## src/rtl/control_movimiento_pkg.sv

```systemverilog
// control_movimiento_pkg
// Shared definitions for the motion-control register sequencer: the
// peripheral register map, the sequencer state encoding, the bus
// transaction type and phase encodings, and the index-counter step helper.
// The VERIFY state exists only when CONTROL_MOVIMIENTO_READBACK_EN is defined.
package control_movimiento_pkg;

  localparam logic [3:0] REG_SS      = 4'd0;
  localparam logic [3:0] REG_RV1     = 4'd1;
  localparam logic [3:0] REG_RV2     = 4'd2;
  localparam logic [3:0] REG_RH1     = 4'd3;
  localparam logic [3:0] REG_RH2     = 4'd4;
  localparam logic [3:0] REG_THETA_M = 4'd5;
  localparam logic [3:0] REG_THETA_A = 4'd6;
  localparam logic [3:0] REG_PHI_M   = 4'd7;
  localparam logic [3:0] REG_PHI_A   = 4'd8;
  localparam int unsigned NUM_REGS   = 9;

  typedef enum logic [2:0] {
    ST_IDLE,
    ST_STOP,
    ST_LOAD,
    ST_START,
`ifdef CONTROL_MOVIMIENTO_READBACK_EN
    ST_VERIFY,
`endif
    ST_ABORT_STOP,
    ST_FIN
  } seq_state_t;

  typedef enum logic {
    XACT_WR,
    XACT_RD
  } xact_t;

  typedef enum logic [1:0] {
    XS_IDLE,
    XS_DRIVE,
    XS_GAP
  } xact_phase_t;

  // Index counter step, saturating at the last register.
  function automatic logic [3:0] idx_inc(input logic [3:0] idx);
    return (idx >= REG_PHI_A) ? REG_PHI_A : idx + 4'd1;
  endfunction

endpackage

```

## src/rtl/control_movimiento_sequencer_xact.sv

```systemverilog
// cm_bus_xact
// Single-transaction bus engine. A one-cycle i_start launches a read or
// write: strobes are driven for WR_CYCLES/RD_CYCLES cycles, then held low
// for GAP_CYCLES idle cycles. Address/data registers only change on start.
// Ports:
//   clk, rst        clock, synchronous active-low reset
//   i_start         launch a transaction (accepted whenever asserted)
//   i_type/i_addr/i_data  transaction type, register index, write data
//   o_last          final cycle of the transaction (next start may be issued)
//   o_sample        last read-drive cycle: read data is valid on the bus
//   o_cs/o_rd/o_wr/o_addr/o_dout  registered peripheral strobes and bus
module cm_bus_xact
  import control_movimiento_pkg::*;
#(
  parameter int unsigned WR_CYCLES  = 1,
  parameter int unsigned RD_CYCLES  = 2,
  parameter int unsigned GAP_CYCLES = 4
) (
  input  logic        clk,
  input  logic        rst,
  input  logic        i_start,
  input  xact_t       i_type,
  input  logic [3:0]  i_addr,
  input  logic [15:0] i_data,
  output logic        o_last,
  output logic        o_sample,
  output logic        o_cs,
  output logic        o_rd,
  output logic        o_wr,
  output logic [3:0]  o_addr,
  output logic [15:0] o_dout
);

  localparam int unsigned MAX_DRV = (WR_CYCLES > RD_CYCLES) ? WR_CYCLES : RD_CYCLES;
  localparam int unsigned MAX_CYC = (MAX_DRV > GAP_CYCLES) ? MAX_DRV : GAP_CYCLES;
  localparam int unsigned CW      = $clog2(MAX_CYC + 1);
  localparam logic [CW-1:0] WR_LAST  = CW'(WR_CYCLES - 1);
  localparam logic [CW-1:0] RD_LAST  = CW'(RD_CYCLES - 1);
  localparam logic [CW-1:0] GAP_LAST = CW'((GAP_CYCLES > 0) ? GAP_CYCLES - 1 : 0);
  localparam bit HAS_GAP = (GAP_CYCLES > 0);

  xact_phase_t   r_phase;
  logic [CW-1:0] r_cnt;
  xact_t         r_type;
  logic          r_cs, r_rd, r_wr;
  logic [3:0]    r_addr;
  logic [15:0]   r_dout;
  logic          w_drv_end, w_gap_end;

  assign w_drv_end = (r_phase == XS_DRIVE) &&
                     (r_cnt == ((r_type == XACT_RD) ? RD_LAST : WR_LAST));
  assign w_gap_end = (r_phase == XS_GAP) && (r_cnt == GAP_LAST);
  // Without a gap the transaction ends with its drive phase.
  assign o_last    = HAS_GAP ? w_gap_end : w_drv_end;
  assign o_sample  = w_drv_end && (r_type == XACT_RD);

  assign o_cs   = r_cs;
  assign o_rd   = r_rd;
  assign o_wr   = r_wr;
  assign o_addr = r_addr;
  assign o_dout = r_dout;

  always_ff @(posedge clk) begin
    if (!rst) begin
      r_phase <= XS_IDLE;
      r_cnt   <= '0;
      r_type  <= XACT_WR;
      r_cs    <= 1'b0;
      r_rd    <= 1'b0;
      r_wr    <= 1'b0;
      r_addr  <= '0;
      r_dout  <= '0;
    end else if (i_start) begin
      // Strobes are re-decoded on every start, even back-to-back.
      r_phase <= XS_DRIVE;
      r_cnt   <= '0;
      r_type  <= i_type;
      r_cs    <= 1'b1;
      r_rd    <= (i_type == XACT_RD);
      r_wr    <= (i_type == XACT_WR);
      r_addr  <= i_addr;
      if (i_type == XACT_WR) r_dout <= i_data;
    end else begin
      case (r_phase)
        XS_DRIVE: begin
          if (w_drv_end) begin
            r_cs    <= 1'b0;
            r_rd    <= 1'b0;
            r_wr    <= 1'b0;
            r_cnt   <= '0;
            r_phase <= HAS_GAP ? XS_GAP : XS_IDLE;
          end else begin
            r_cnt <= r_cnt + 1'b1;
          end
        end
        XS_GAP: begin
          if (w_gap_end) r_phase <= XS_IDLE;
          else           r_cnt   <= r_cnt + 1'b1;
        end
        default: ;
      endcase
    end
  end

endmodule

```

## src/rtl/control_movimiento_sequencer.sv

```systemverilog
// control_movimiento_sequencer
// Bus master that programs the motion peripheral's nine registers from a
// host-loaded shadow bank: SS=0, RV1..PHI_A, SS=shadow, optionally a
// read-back verify pass, then a one-cycle done pulse. abort finishes the
// current transaction, writes SS=0 and ends with err set.
// Build option: define CONTROL_MOVIMIENTO_READBACK_EN to add the VERIFY pass.
// Ports:
//   clk, rst                       clock, synchronous active-low reset
//   cfg_we/cfg_idx/cfg_data        shadow bank write (idle only)
//   go, abort                      start / safe-stop the sequence
//   busy, done, err                status (err sticky until next go)
//   p_cs/p_rd/p_wr/p_addr/p_dout   peripheral bus outputs
//   p_din                          peripheral read data
module control_movimiento_sequencer
  import control_movimiento_pkg::*;
#(
  parameter int unsigned WR_CYCLES  = 1,
  parameter int unsigned RD_CYCLES  = 2,
  parameter int unsigned GAP_CYCLES = 4
) (
  input  logic        clk,
  input  logic        rst,
  input  logic        cfg_we,
  input  logic [3:0]  cfg_idx,
  input  logic [15:0] cfg_data,
  input  logic        go,
  input  logic        abort,
  output logic        busy,
  output logic        done,
  output logic        err,
  output logic        p_cs,
  output logic        p_rd,
  output logic        p_wr,
  output logic [3:0]  p_addr,
  output logic [15:0] p_dout,
  input  logic [15:0] p_din
);

  seq_state_t  r_state, w_state_nxt;
  logic [3:0]  r_idx, w_idx_nxt;
  logic        r_abort, r_busy, r_done, r_err;
  logic [15:0] r_shadow [NUM_REGS];

  logic        w_start;
  xact_t       w_type;
  logic [3:0]  w_addr;
  logic [15:0] w_data;
  logic        w_last, w_sample, w_rd;
  logic        w_in_seq, w_abort_req, w_enter_abort, w_mismatch;

`ifdef CONTROL_MOVIMIENTO_READBACK_EN
  assign w_in_seq   = r_state inside {ST_STOP, ST_LOAD, ST_START, ST_VERIFY};
  assign w_mismatch = (r_state == ST_VERIFY) && w_sample && (p_din != r_shadow[r_idx]);
  assign p_rd       = w_rd;
`else
  logic w_unused_ok;
  assign w_in_seq    = r_state inside {ST_STOP, ST_LOAD, ST_START};
  assign w_mismatch  = 1'b0;
  assign p_rd        = 1'b0;
  assign w_unused_ok = ^{p_din, w_sample, w_rd};
`endif

  // An abort seen earlier in the transaction is remembered until it ends.
  assign w_abort_req = r_abort | abort;

  always_comb begin
    w_state_nxt   = r_state;
    w_idx_nxt     = r_idx;
    w_start       = 1'b0;
    w_type        = XACT_WR;
    w_addr        = REG_SS;
    w_data        = '0;
    w_enter_abort = 1'b0;
    if (w_in_seq && w_last && w_abort_req) begin
      w_start       = 1'b1;
      w_enter_abort = 1'b1;
      w_state_nxt   = ST_ABORT_STOP;
    end else begin
      case (r_state)
        ST_IDLE: begin
          if (go) begin
            w_start     = 1'b1;
            w_state_nxt = ST_STOP;
          end
        end
        ST_STOP: begin
          if (w_last) begin
            w_start     = 1'b1;
            w_idx_nxt   = REG_RV1;
            w_addr      = REG_RV1;
            w_data      = r_shadow[REG_RV1];
            w_state_nxt = ST_LOAD;
          end
        end
        ST_LOAD: begin
          if (w_last) begin
            w_start = 1'b1;
            if (r_idx == REG_PHI_A) begin
              w_addr      = REG_SS;
              w_data      = r_shadow[REG_SS];
              w_state_nxt = ST_START;
            end else begin
              w_idx_nxt = idx_inc(r_idx);
              w_addr    = w_idx_nxt;
              w_data    = r_shadow[w_idx_nxt];
            end
          end
        end
        ST_START: begin
          if (w_last) begin
`ifdef CONTROL_MOVIMIENTO_READBACK_EN
            w_start     = 1'b1;
            w_type      = XACT_RD;
            w_idx_nxt   = REG_SS;
            w_addr      = REG_SS;
            w_state_nxt = ST_VERIFY;
`else
            w_state_nxt = ST_FIN;
`endif
          end
        end
`ifdef CONTROL_MOVIMIENTO_READBACK_EN
        ST_VERIFY: begin
          if (w_last) begin
            if (r_idx == REG_PHI_A) begin
              w_state_nxt = ST_FIN;
            end else begin
              w_start   = 1'b1;
              w_type    = XACT_RD;
              w_idx_nxt = idx_inc(r_idx);
              w_addr    = w_idx_nxt;
            end
          end
        end
`endif
        ST_ABORT_STOP: begin
          if (w_last) w_state_nxt = ST_FIN;
        end
        ST_FIN:  w_state_nxt = ST_IDLE;
        default: w_state_nxt = ST_IDLE;
      endcase
    end
  end

  always_ff @(posedge clk) begin
    if (!rst) begin
      r_state <= ST_IDLE;
      r_idx   <= '0;
      r_abort <= 1'b0;
      r_busy  <= 1'b0;
      r_done  <= 1'b0;
      r_err   <= 1'b0;
      for (int unsigned i = 0; i < NUM_REGS; i++) r_shadow[i] <= '0;
    end else begin
      r_state <= w_state_nxt;
      r_idx   <= w_idx_nxt;
      r_abort <= w_in_seq && w_abort_req && !w_last;
      r_busy  <= (w_state_nxt != ST_IDLE) && (w_state_nxt != ST_FIN);
      r_done  <= (w_state_nxt == ST_FIN);
      if (r_state == ST_IDLE && go)
        r_err <= 1'b0;
      else if ((cfg_we && r_busy) || w_enter_abort || w_mismatch)
        r_err <= 1'b1;
      if (cfg_we && !r_busy && cfg_idx <= REG_PHI_A)
        r_shadow[cfg_idx] <= cfg_data;
    end
  end

  assign busy = r_busy;
  assign done = r_done;
  assign err  = r_err;

  cm_bus_xact #(
    .WR_CYCLES  (WR_CYCLES),
    .RD_CYCLES  (RD_CYCLES),
    .GAP_CYCLES (GAP_CYCLES)
  ) u_xact (
    .clk      (clk),
    .rst      (rst),
    .i_start  (w_start),
    .i_type   (w_type),
    .i_addr   (w_addr),
    .i_data   (w_data),
    .o_last   (w_last),
    .o_sample (w_sample),
    .o_cs     (p_cs),
    .o_rd     (w_rd),
    .o_wr     (p_wr),
    .o_addr   (p_addr),
    .o_dout   (p_dout)
  );

endmodule
```

## config.mk

```make
export PLATFORM = sky130hd
export DESIGN_NAME = control_movimiento_sequencer
export DESIGN_NICKNAME = d
export VERILOG_FILES = /design/src/rtl/control_movimiento_pkg.sv /design/src/rtl/control_movimiento_sequencer_xact.sv /design/src/rtl/control_movimiento_sequencer.sv
export SDC_FILE = /design/constraint.sdc
export NUM_CORES = 1
export LEC_CHECK = 0
export ABC_AREA = 0
export CAP_MARGIN = 20
export CORE_MARGIN = 4
export CORE_UTILIZATION = 60
export DETAILED_ROUTE_END_ITERATION = 8
export DONT_BUFFER_PORTS = 1
export PLACE_DENSITY = 0.83
export SLEW_MARGIN = 25
export SYNTH_ARGS = -nofsm -noshare
export SYNTH_HDL_FRONTEND = slang
export SYNTH_SLANG_ARGS = --single-unit
```

## constraint.sdc

```tcl
create_clock -name clk -period 5.2 [get_ports clk]
set_input_delay 0.52 -clock clk [delete_from_list [all_inputs] [get_ports clk]]
set_output_delay 0.52 -clock clk [all_outputs]
set_load 0.005 [all_outputs]
```

==> results.yml, run 1 <==
critical_path:
  cp-start-kind: "register"
  slowest_stage: "nand2_1"
  critical_path_class: "register to register"
  end_kind: "register"
  critPathTopFamily: "compound AO/OA/AOI/OAI gates"
  crit_required_ns: 5.61
  cpPeakStageDelay_ns: 0.74
  crit_fanout: 15
  cp_cell_sequence: "ha_1 -> xnor2_1 -> nand2_1 -> o221ai_1 -> o22ai_1 -> a221oi_1 -> o31ai_1"
  arrival_ns: 3.65
  path_buf_inv: 0
synth:
  syn-mean-instance-area_um2: 12.6
  synth_seq_cells: 293
  yosysUniqueCellTypes: 57
  syn-instance-count: 1033
  yosysWarnings: 0
  async_flop_share_pct: 0
  synth_area_leaders: "edfxtp_1 (59%), dfxtp_1 (5.7%), and2_1 (5.4%)"
  yosysSeqAreaShare_pct: 64.7
  syn_area_um2: 13000
  synth_edf_count: 256
  ys_dominant_reg_cell: "edfxtp_1"
  synth_top_cell_by_area: "edfxtp_1"
  post-synth-top-area-fraction_pct: 59.0
power_and_ir_drop:
  p_leak_nw: 5.44
  powerDensity_nw_per_um2: 348
  vdd_drop_max_v: 0.000284
placed_design:
  place_area_um2: 13700
  hpwlAfterDp_mm: 18.5
  place_congestion: 0.830
  io_buffer_count: 0
  place_ws_ns: 1.99
  dp_cells: 1368
sta:
  rsz0062_at_grt: "no"
  post-route-period-util_pct: 62.3
  layout_min_cycle_time_ns: 3.24
  skew_ns: 0.0140
  drv_slew: 0
  setup_viol: 0
  hold_viol_final: 0
  finalSetupTns_ns: 0
  max_freq_ghz: 0.309
  tightest_slew_ns: 1.13
  relSlewSlack_pct: 24.5
  fin_ws_ns: 1.96
worst_hold_path:
  hp-class: "input port to register"
drt:
  vias_per_cell: 6.31
  drt-pass1-iter-count: 5
  remaining_drc_errors: 0
  vias: 8968
  first_iter_violations: 783
  ant_nets: 0
  drt_wl_total_mm: 32.4
  wl_per_cell_um: 22.8
floorplan:
  initial_core_util_pct: 61.4
  dieArea_um2: 24100
  num_io_pins: 67
  core-area_um2: 21200
  die_x_um: 155
  rows: 53
  die_h_um: 155
cts:
  cts.sinks: 293
  cts_resized: 0
  clock_latency_ns: 0.55
  cts_inserted_buffers: 30
  cts_tree: "built"
  clkTransAtPathRegs_ns: 0.06
  cts_root_buffer: "clkbuf_16"
  cts_buffer_depth: 3
  htreeDepth: 1
  hold_buffers: 0
  postCtsSetupRepairBufs: 0
global_route:
  grt_pass1_vias: 9124
  grt_usage_pct: 26.9
  grt_max_degree: 69
  grt_pass1_wl_mm: 49.9
  grt-ovfl-total: 0
  antenna_found_initial: 0
flow_run:
  cap_violations: 0
finish:
  final_util_pct: 69.3
  drive_above_1_share_pct: 10.8
  final_common_cell: "edfxtp_1"
  design_area_um2: 14700
  final_cells: 1421
  final_cell_mix: "edfxtp_1 (256), and2_1 (113), conb_1 (113), nand2_1 (81), o22ai_1 (62)"
  fin_nets: 1173
  diodes: 0
  syn2layout_area_growth_pct: 12.8
status:
  outcome: "completed"
[cell type report]
| type | count | area, µm² |
|---|---|---|
| sequential | 293 | 8430 |
| inverter | 11 | 41.3 |
| fill | 1514 | 6520 |
| multi-input combinational | 766 | 4710 |
| tap | 275 | 344 |
| clock buffer | 40 | 810 |
| timing repair buffer | 23 | 173 |
| clock inverter | 13 | 194 |
[final timing paths]
kind               startpoint          endpoint  slack, ns  cells past startpoint
max                  r_idx[1]  u_xact.o_dout[5]       1.96                      7
min               cfg_data[0]   r_shadow[14][0]       0.06                      0
max reg2reg          r_idx[1]  u_xact.o_dout[5]       1.96                      7
min reg2reg  u_xact.o_addr[1]  u_xact.o_addr[1]       0.49                      2
[stage by stage]
step	power [mW]	hold WS [ns]
floorplan	2.90	0.439
global placement	2.94	0.450
detailed placement	2.96	0.480
CTS	5.12	0.0475
global route	5.26	0.0463
finish	5.12	0.0636
[cell usage after synthesis, types with 17 or more instances]
| master | count |
|---|---|
| clkbuf_1 | 48 |
| o21ai_0 | 48 |
| dfxtp_1 | 37 |
| and3_1 | 36 |
| nor2_1 | 49 |
| a221oi_1 | 27 |
| a21oi_1 | 44 |
| and2_1 | 113 |
| mux2_2 | 30 |
| edfxtp_1 | 256 |
| o22ai_1 | 62 |
| mux2i_1 | 21 |
| nand2_1 | 81 |
| nor2b_1 | 20 |
| o31ai_1 | 18 |
| buf_2 | 17 |
[sequential cells by signal, summed over array words and instances (netlist names)]
register / flops
r_shadow: 256
r_abort: 1
err: 1
done: 1
u_xact.o_dout: 16
u_xact.o_addr: 4
r_idx: 4
u_xact.r_phase: 2
u_xact.o_cs: 1
r_state: 3
busy: 1
u_xact.r_cnt: 3
[cells by family (layout without fill, tap and decap cells)]
family,after synthesis,count (layout),synth area share (%)
flip-flops,293,293,64.7
buffers and inverters,86,87,2.84
adder cells (fa/ha/maj),7,7,0.672
multiplexers,52,52,4.38
other,1,113,0.0288
XOR/XNOR,3,3,0.346
AO/OA/AOI/OAI,250,250,12.8
AND/OR/NAND/NOR,341,341,14.3
[layer usage]
layer	part of all wire, %	GRT usage, %	routed length [µm]
met1	36	32.8	11800
met5	0	0	0
met3	10	5.67	3260
met4	4.5	12.1	1460
met2	49	46.2	15900
[where the power goes]
group	switching [mW]	internal, mW	total, mW	leakage [nW]
logic	0.119	0.0651	0.184	2.10
clock network	0.863	1.33	2.20	0.487
registers	0.0448	2.69	2.74	2.86
total	1.03	4.09	5.12	5.44
Power figures use the tool's default switching activity.
==> run 2: changes to the inputs <==
--- a/config.mk
+++ b/config.mk
@@ -8,10 +8,10 @@
 export ABC_AREA = 0
 export CAP_MARGIN = 20
 export CORE_MARGIN = 4
-export CORE_UTILIZATION = 60
+export CORE_UTILIZATION = 57
 export DETAILED_ROUTE_END_ITERATION = 8
 export DONT_BUFFER_PORTS = 1
-export PLACE_DENSITY = 0.83
+export PLACE_DENSITY = 0.82
 export SLEW_MARGIN = 25
 export SYNTH_ARGS = -nofsm -noshare
 export SYNTH_HDL_FRONTEND = slang
==> constraint.sdc (replaced) <==
create_clock -name clk -period 2.91 [get_ports clk]
set_input_delay 0.291 -clock clk [delete_from_list [all_inputs] [get_ports clk]]
set_output_delay 0.291 -clock clk [all_outputs]
set_load 0.005 [all_outputs]
==> results.yml, run 2 (synthesis results as in run 1) <==
sta:
  drv_slew: 0
  skew_ns: 0.0118
  post-route-period-util_pct: 95.4
  rsz0062_at_grt: "no"
  layout_min_cycle_time_ns: 2.78
  max_freq_ghz: 0.360
  setup_viol: 0
  finalSetupTns_ns: 0
  relSlewSlack_pct: 35.1
  hold_viol_final: 0
  tightest_slew_ns: 0.974
power_and_ir_drop:
  p_leak_nw: 5.63
  p_sw_mw: 1.88
  vdd_drop_max_v: 0.000444
  p_int_mw: 7.08
  switching_share_pct: 21.0
  powerDensity_nw_per_um2: 597
  clkPwrFrac_pct: 41.0
  comb_power_share_pct: 4.6
  p_seq_share_pct: 54.5
critical_path:
  arrival_ns: 3.20
  cp-start-kind: "register"
  critical_path_class: "register to register"
  r2r-end: "u_xact.o_dout[1]"
  end_kind: "register"
  reg2regPathDepth: 7
  crit_fanout: 18
  crit_required_ns: 3.33
  rr_startpoint: "r_idx[1]"
  r2r_setup_slack_ns: 0.13
global_route:
  grt-ovfl-total: 0
  grt_usage_pct: 25.0
  antenna_found_initial: 0
  grt_pass1_vias: 8947
  grtUsageMet1_pct: 31.5
  grt_pass1_wl_mm: 49.9
  grt.met3_usage_pct: 4.87
  gr-max-usage-layer: "met2"
  grt_max_degree: 54
  grtUsageMet2_pct: 42.6
drt:
  drt_wl_total_mm: 32.5
  vias_per_cell: 6.09
  ant_nets: 0
  wl_per_cell_um: 22.0
  remaining_drc_errors: 0
  first_iter_violations: 1089
  vias: 8983
  drt-pass1-iter-count: 6
finish:
  fin_nets: 1217
  final_cell_mix: "edfxtp_1 (256), and2_1 (113), conb_1 (113), nand2_1 (81), o22ai_1 (62)"
  drive_above_1_share_pct: 11.8
  final_util_pct: 66.5
  regMostFlops: "r_shadow"
  design_area_um2: 15000
  diodes: 0
  nFillCells: 1579
  final_cells: 1476
  syn2layout_area_growth_pct: 15.2
  largest_reg_flops: 256
  final_common_cell: "edfxtp_1"
cts:
  cts_resized: 0
  hold_buffers: 20
  cts_inserted_buffers: 29
  cts.sinks: 293
  htreeDepth: 1
  cts_buffer_depth: 3
  postCtsSetupRepairBufs: 0
  cts_root_buffer: "clkbuf_16"
  clock_latency_ns: 0.55
  clkTransAtPathRegs_ns: 0.06
  cts_tree: "built"
worst_hold_path:
  hp-start: "abort"
  worstHoldEndpoint: "r_abort"
  hp-class: "input port to register"
  holdPathStages: 2
placed_design:
  dp_cells: 1403
  hpwlAfterDp_mm: 19.2
  place_area_um2: 13900
  place_congestion: 0.839
  io_buffer_count: 0
floorplan:
  initial_core_util_pct: 57.8
  num_io_pins: 67
  core-area_um2: 22600
  rows: 55
  dieArea_um2: 25400
  die_h_um: 159
  die_x_um: 159
status:
  outcome: "completed"
flow_run:
  cap_violations: 0
-- run 2: cell types whose count changed in the layout (fill, tap and decap cells not counted), sizes merged --
cell	previous run	this run
clkinv	8	13
buf	23	48
bufinv	5	3
dlygate4sd3	0	20
clkbuf	40	37
-- run 2: power groups by stage --
stage          Clock, mW  Sequential (mW)  Combinational (mW)
3_3_place_gp           0             4.95               0.313
2_1_floorplan          0             4.94               0.242
6_report            3.67             4.88               0.409
3_5_place_dp           0             4.97               0.324
4_1_cts             3.69             4.88               0.396
5_1_grt             3.86             4.90               0.450
-- run 2: area by class of cell --
type,instances,area (µm²),share of cell area [%]
repair buffers,68,573,3.82
well taps,285,357,2.37
clock buffers,37,776,5.16
flip-flops and latches,293,8430,56.1
inverters,11,41.3,0.275
clock inverters,16,153,1.02
multi-input cells,766,4690,31.2
-- run 2: worst max-delay path, stage by stage (launching register included) --
cell and delay [ns]:
dfxtp_1 0.40, inv_1 0.07, ha_1 0.64, nand2b_1 0.68, o221ai_1 0.31, o22ai_1 0.11
a221oi_1 0.31, o31ai_1 0.12
-- run 2: how the worst max path moves through the flow --
stage / slack [ns] / from / to
floorplan: 0.32 / busy / r_shadow[0][0]
global placement: 0.25 / r_idx[1] / u_xact.o_dout[0]
detailed placement: 0.20 / r_idx[1] / u_xact.o_dout[1]
CTS: 0.17 / r_idx[1] / u_xact.o_dout[1]
global route: 0.02 / r_idx[1] / u_xact.o_dout[0]
finish: 0.13 / r_idx[1] / u_xact.o_dout[1]
-- run 2: routing by layer --
metal,wire length (µm),vias to the layer above,share of wire [%]
met5,0,-,0
met4,1170,0,3.6
met3,3250,99,10
met2,16200,498,50
met1,11900,4330,37
li1,-,4056,-
-- run 2: per-stage QoR --
step,setup WS (ns),power [mW],hold WS [ns]
floorplan,0.322,5.19,0.390
global placement,0.246,5.27,0.391
detailed placement,0.196,5.29,0.390
CTS,0.169,8.97,0.114
global route,0.0248,9.21,0.130
finish,0.135,8.97,0.108
==> run 3: changes to the inputs <==
--- a/config.mk
+++ b/config.mk
@@ -6,7 +6,9 @@
 export NUM_CORES = 1
 export LEC_CHECK = 0
 export ABC_AREA = 0
+export ABC_CLOCK_PERIOD_IN_PS = 2910
 export CAP_MARGIN = 20
+export CORE_ASPECT_RATIO = 2
 export CORE_MARGIN = 4
 export CORE_UTILIZATION = 57
 export DETAILED_ROUTE_END_ITERATION = 8
==> results.yml, run 3 (synthesis results as in run 1) <==
global_route:
  grt_pass1_vias: 9294
  grt-ovfl-total: 0
  grt_pass1_wl_mm: 51.2
  grt_usage_pct: 26.5
  grt_max_degree: 72
  antenna_found_initial: 1
cts:
  hold_buffers: 20
  postCtsSetupRepairBufs: 0
  cts_resized: 0
  cts_tree: "built"
  clkTransAtPathRegs_ns: 0.07
  htreeDepth: 1
  cts.sinks: 293
  cts_root_buffer: "clkbuf_16"
  clock_latency_ns: 0.55
  cts_inserted_buffers: 25
  cts_buffer_depth: 3
drt:
  vias_per_cell: 6.12
  drt_wl_total_mm: 33.6
  remaining_drc_errors: 0
  vias: 8985
  ant_nets: 0
  drt-pass1-iter-count: 5
  first_iter_violations: 898
  wl_per_cell_um: 22.9
critical_path:
  r2r-end: "u_xact.o_dout[4]"
  crit_fanout: 34
  cp-endpoint: "u_xact.o_dout[4]"
  critical_path_class: "register to register"
  end_kind: "register"
  cp_cell_sequence: "ha_1 -> xnor2_1 -> nor2_4 -> buf_4 -> buf_4 -> nand2_1 -> nand2_1 -> a21oi_1 -> o31ai_1"
  rr_startpoint: "r_idx[1]"
  worstSetupStartpoint: "r_idx[1]"
  cp-start-kind: "register"
  arrival_ns: 3.11
  reg2regPathDepth: 9
  slowest_stage: "nor2_4"
  cpPeakStageDelay_ns: 0.72
  crit_required_ns: 3.36
  r2r_setup_slack_ns: 0.25
floorplan:
  die_h_um: 222
  num_io_pins: 67
  die_x_um: 115
  initial_core_util_pct: 57.6
  core-area_um2: 22600
  rows: 78
  dieArea_um2: 25500
finish:
  final_cell_mix: "edfxtp_1 (256), and2_1 (113), conb_1 (113), nand2_1 (81), o22ai_1 (62)"
  final_common_cell: "edfxtp_1"
  final_util_pct: 66.4
  nFillCells: 1613
  syn2layout_area_growth_pct: 15.3
  drive_above_1_share_pct: 12.5
  largest_reg_flops: 256
  fin_nets: 1216
  regMostFlops: "r_shadow"
sta:
  drv_slew: 0
  relSlewSlack_pct: 39.3
  finalSetupTns_ns: 0
  post-route-period-util_pct: 91.4
  tightest_slew_ns: 0.908
  layout_min_cycle_time_ns: 2.66
  skew_ns: 0.0162
  hold_viol_final: 0
  whs_ns: 0.0486
  rsz0062_at_grt: "no"
  max_freq_ghz: 0.376
  setup_viol: 0
worst_hold_path:
  hp-class: "input port to register"
flow_run:
  cap_violations: 0
power_and_ir_drop:
  vdd_drop_max_v: 0.000702
  p_leak_nw: 5.63
  powerDensity_nw_per_um2: 598
  finalPower_mw: 8.99
placed_design:
  io_buffer_count: 0
  place_congestion: 0.891
  hpwlAfterDp_mm: 21.7
status:
  outcome: "completed"
==> run 3: cell count changes in the layout (fill, tap and decap cells not counted), sizes merged <==
cell	before	now
bufinv	3	6
buf	48	51
clkinvlp	1	4
clkinv	13	7
clkbuf	37	27
inv	10	13
diode	0	1
==> run 3: area by class of cell <==
type                            count  area, µm²  share of cell area [%]
Multi-Input combinational cell    766       4690                    31.2
Timing Repair Buffer               71        608                    4.05
Clock inverter                     19        265                    1.76
Clock buffer                       27        643                    4.28
Antenna cell                        1       2.50                  0.0166
Tap cell                          280        350                    2.33
Inverter                           11       41.3                   0.275
Sequential cell                   293       8430                    56.1
==> run 3: through the flow <==
| stage | cell area, µm² | cells | setup WS (ns) |
|---|---|---|---|
| after floorplan | 13500 | 1145 | 0.322 |
| after global placement | 13900 | 1401 | 0.341 |
| after detailed placement | 13900 | 1401 | 0.259 |
| after CTS | 15000 | 1467 | 0.222 |
| after global routing | 15000 | 1467 | 0.0458 |
| final | 15000 | 1468 | 0.249 |
==> run 3: report_power, final <==
part | total (mW) | switching, mW | internal (mW)
clock | 3.69 | 1.54 | 2.15
sequential | 4.88 | 0.0785 | 4.80
combinational | 0.419 | 0.276 | 0.143
==> run 3: critical path, delay by kind of cell (launching register included) <==
family	cells	cell delay [ns]
flip-flops	1	0.43
buffers and inverters	2	0.48
AO/OA/AOI/OAI	2	0.28
AND/OR/NAND/NOR	3	0.82
adder cells (fa/ha/maj)	1	0.33
XOR/XNOR	1	0.21
==> run 3: worst min path at each step <==
stage,from,end,slack (ns),cells past startpoint
finish,rst,r_shadow[1][4],0.05,1
global route,rst,r_shadow[1][4],0.05,1
CTS,rst,r_shadow[1][4],0.03,1
detailed placement,cfg_data[14],r_shadow[15][14],0.39,0
global placement,cfg_data[14],r_shadow[15][14],0.39,0
floorplan,cfg_data[0],r_shadow[10][0],0.39,0
==> run 3: metal layers <==
metal / wire [µm] / up-vias / GRT usage (%)
met3: 2630 / 111 / 4.12
met5: 0 / - / 0
met2: 18200 / 450 / 48.1
met1: 10700 / 4366 / 28.4
li1: - / 4058 / -
met4: 2030 / 0 / 15.2
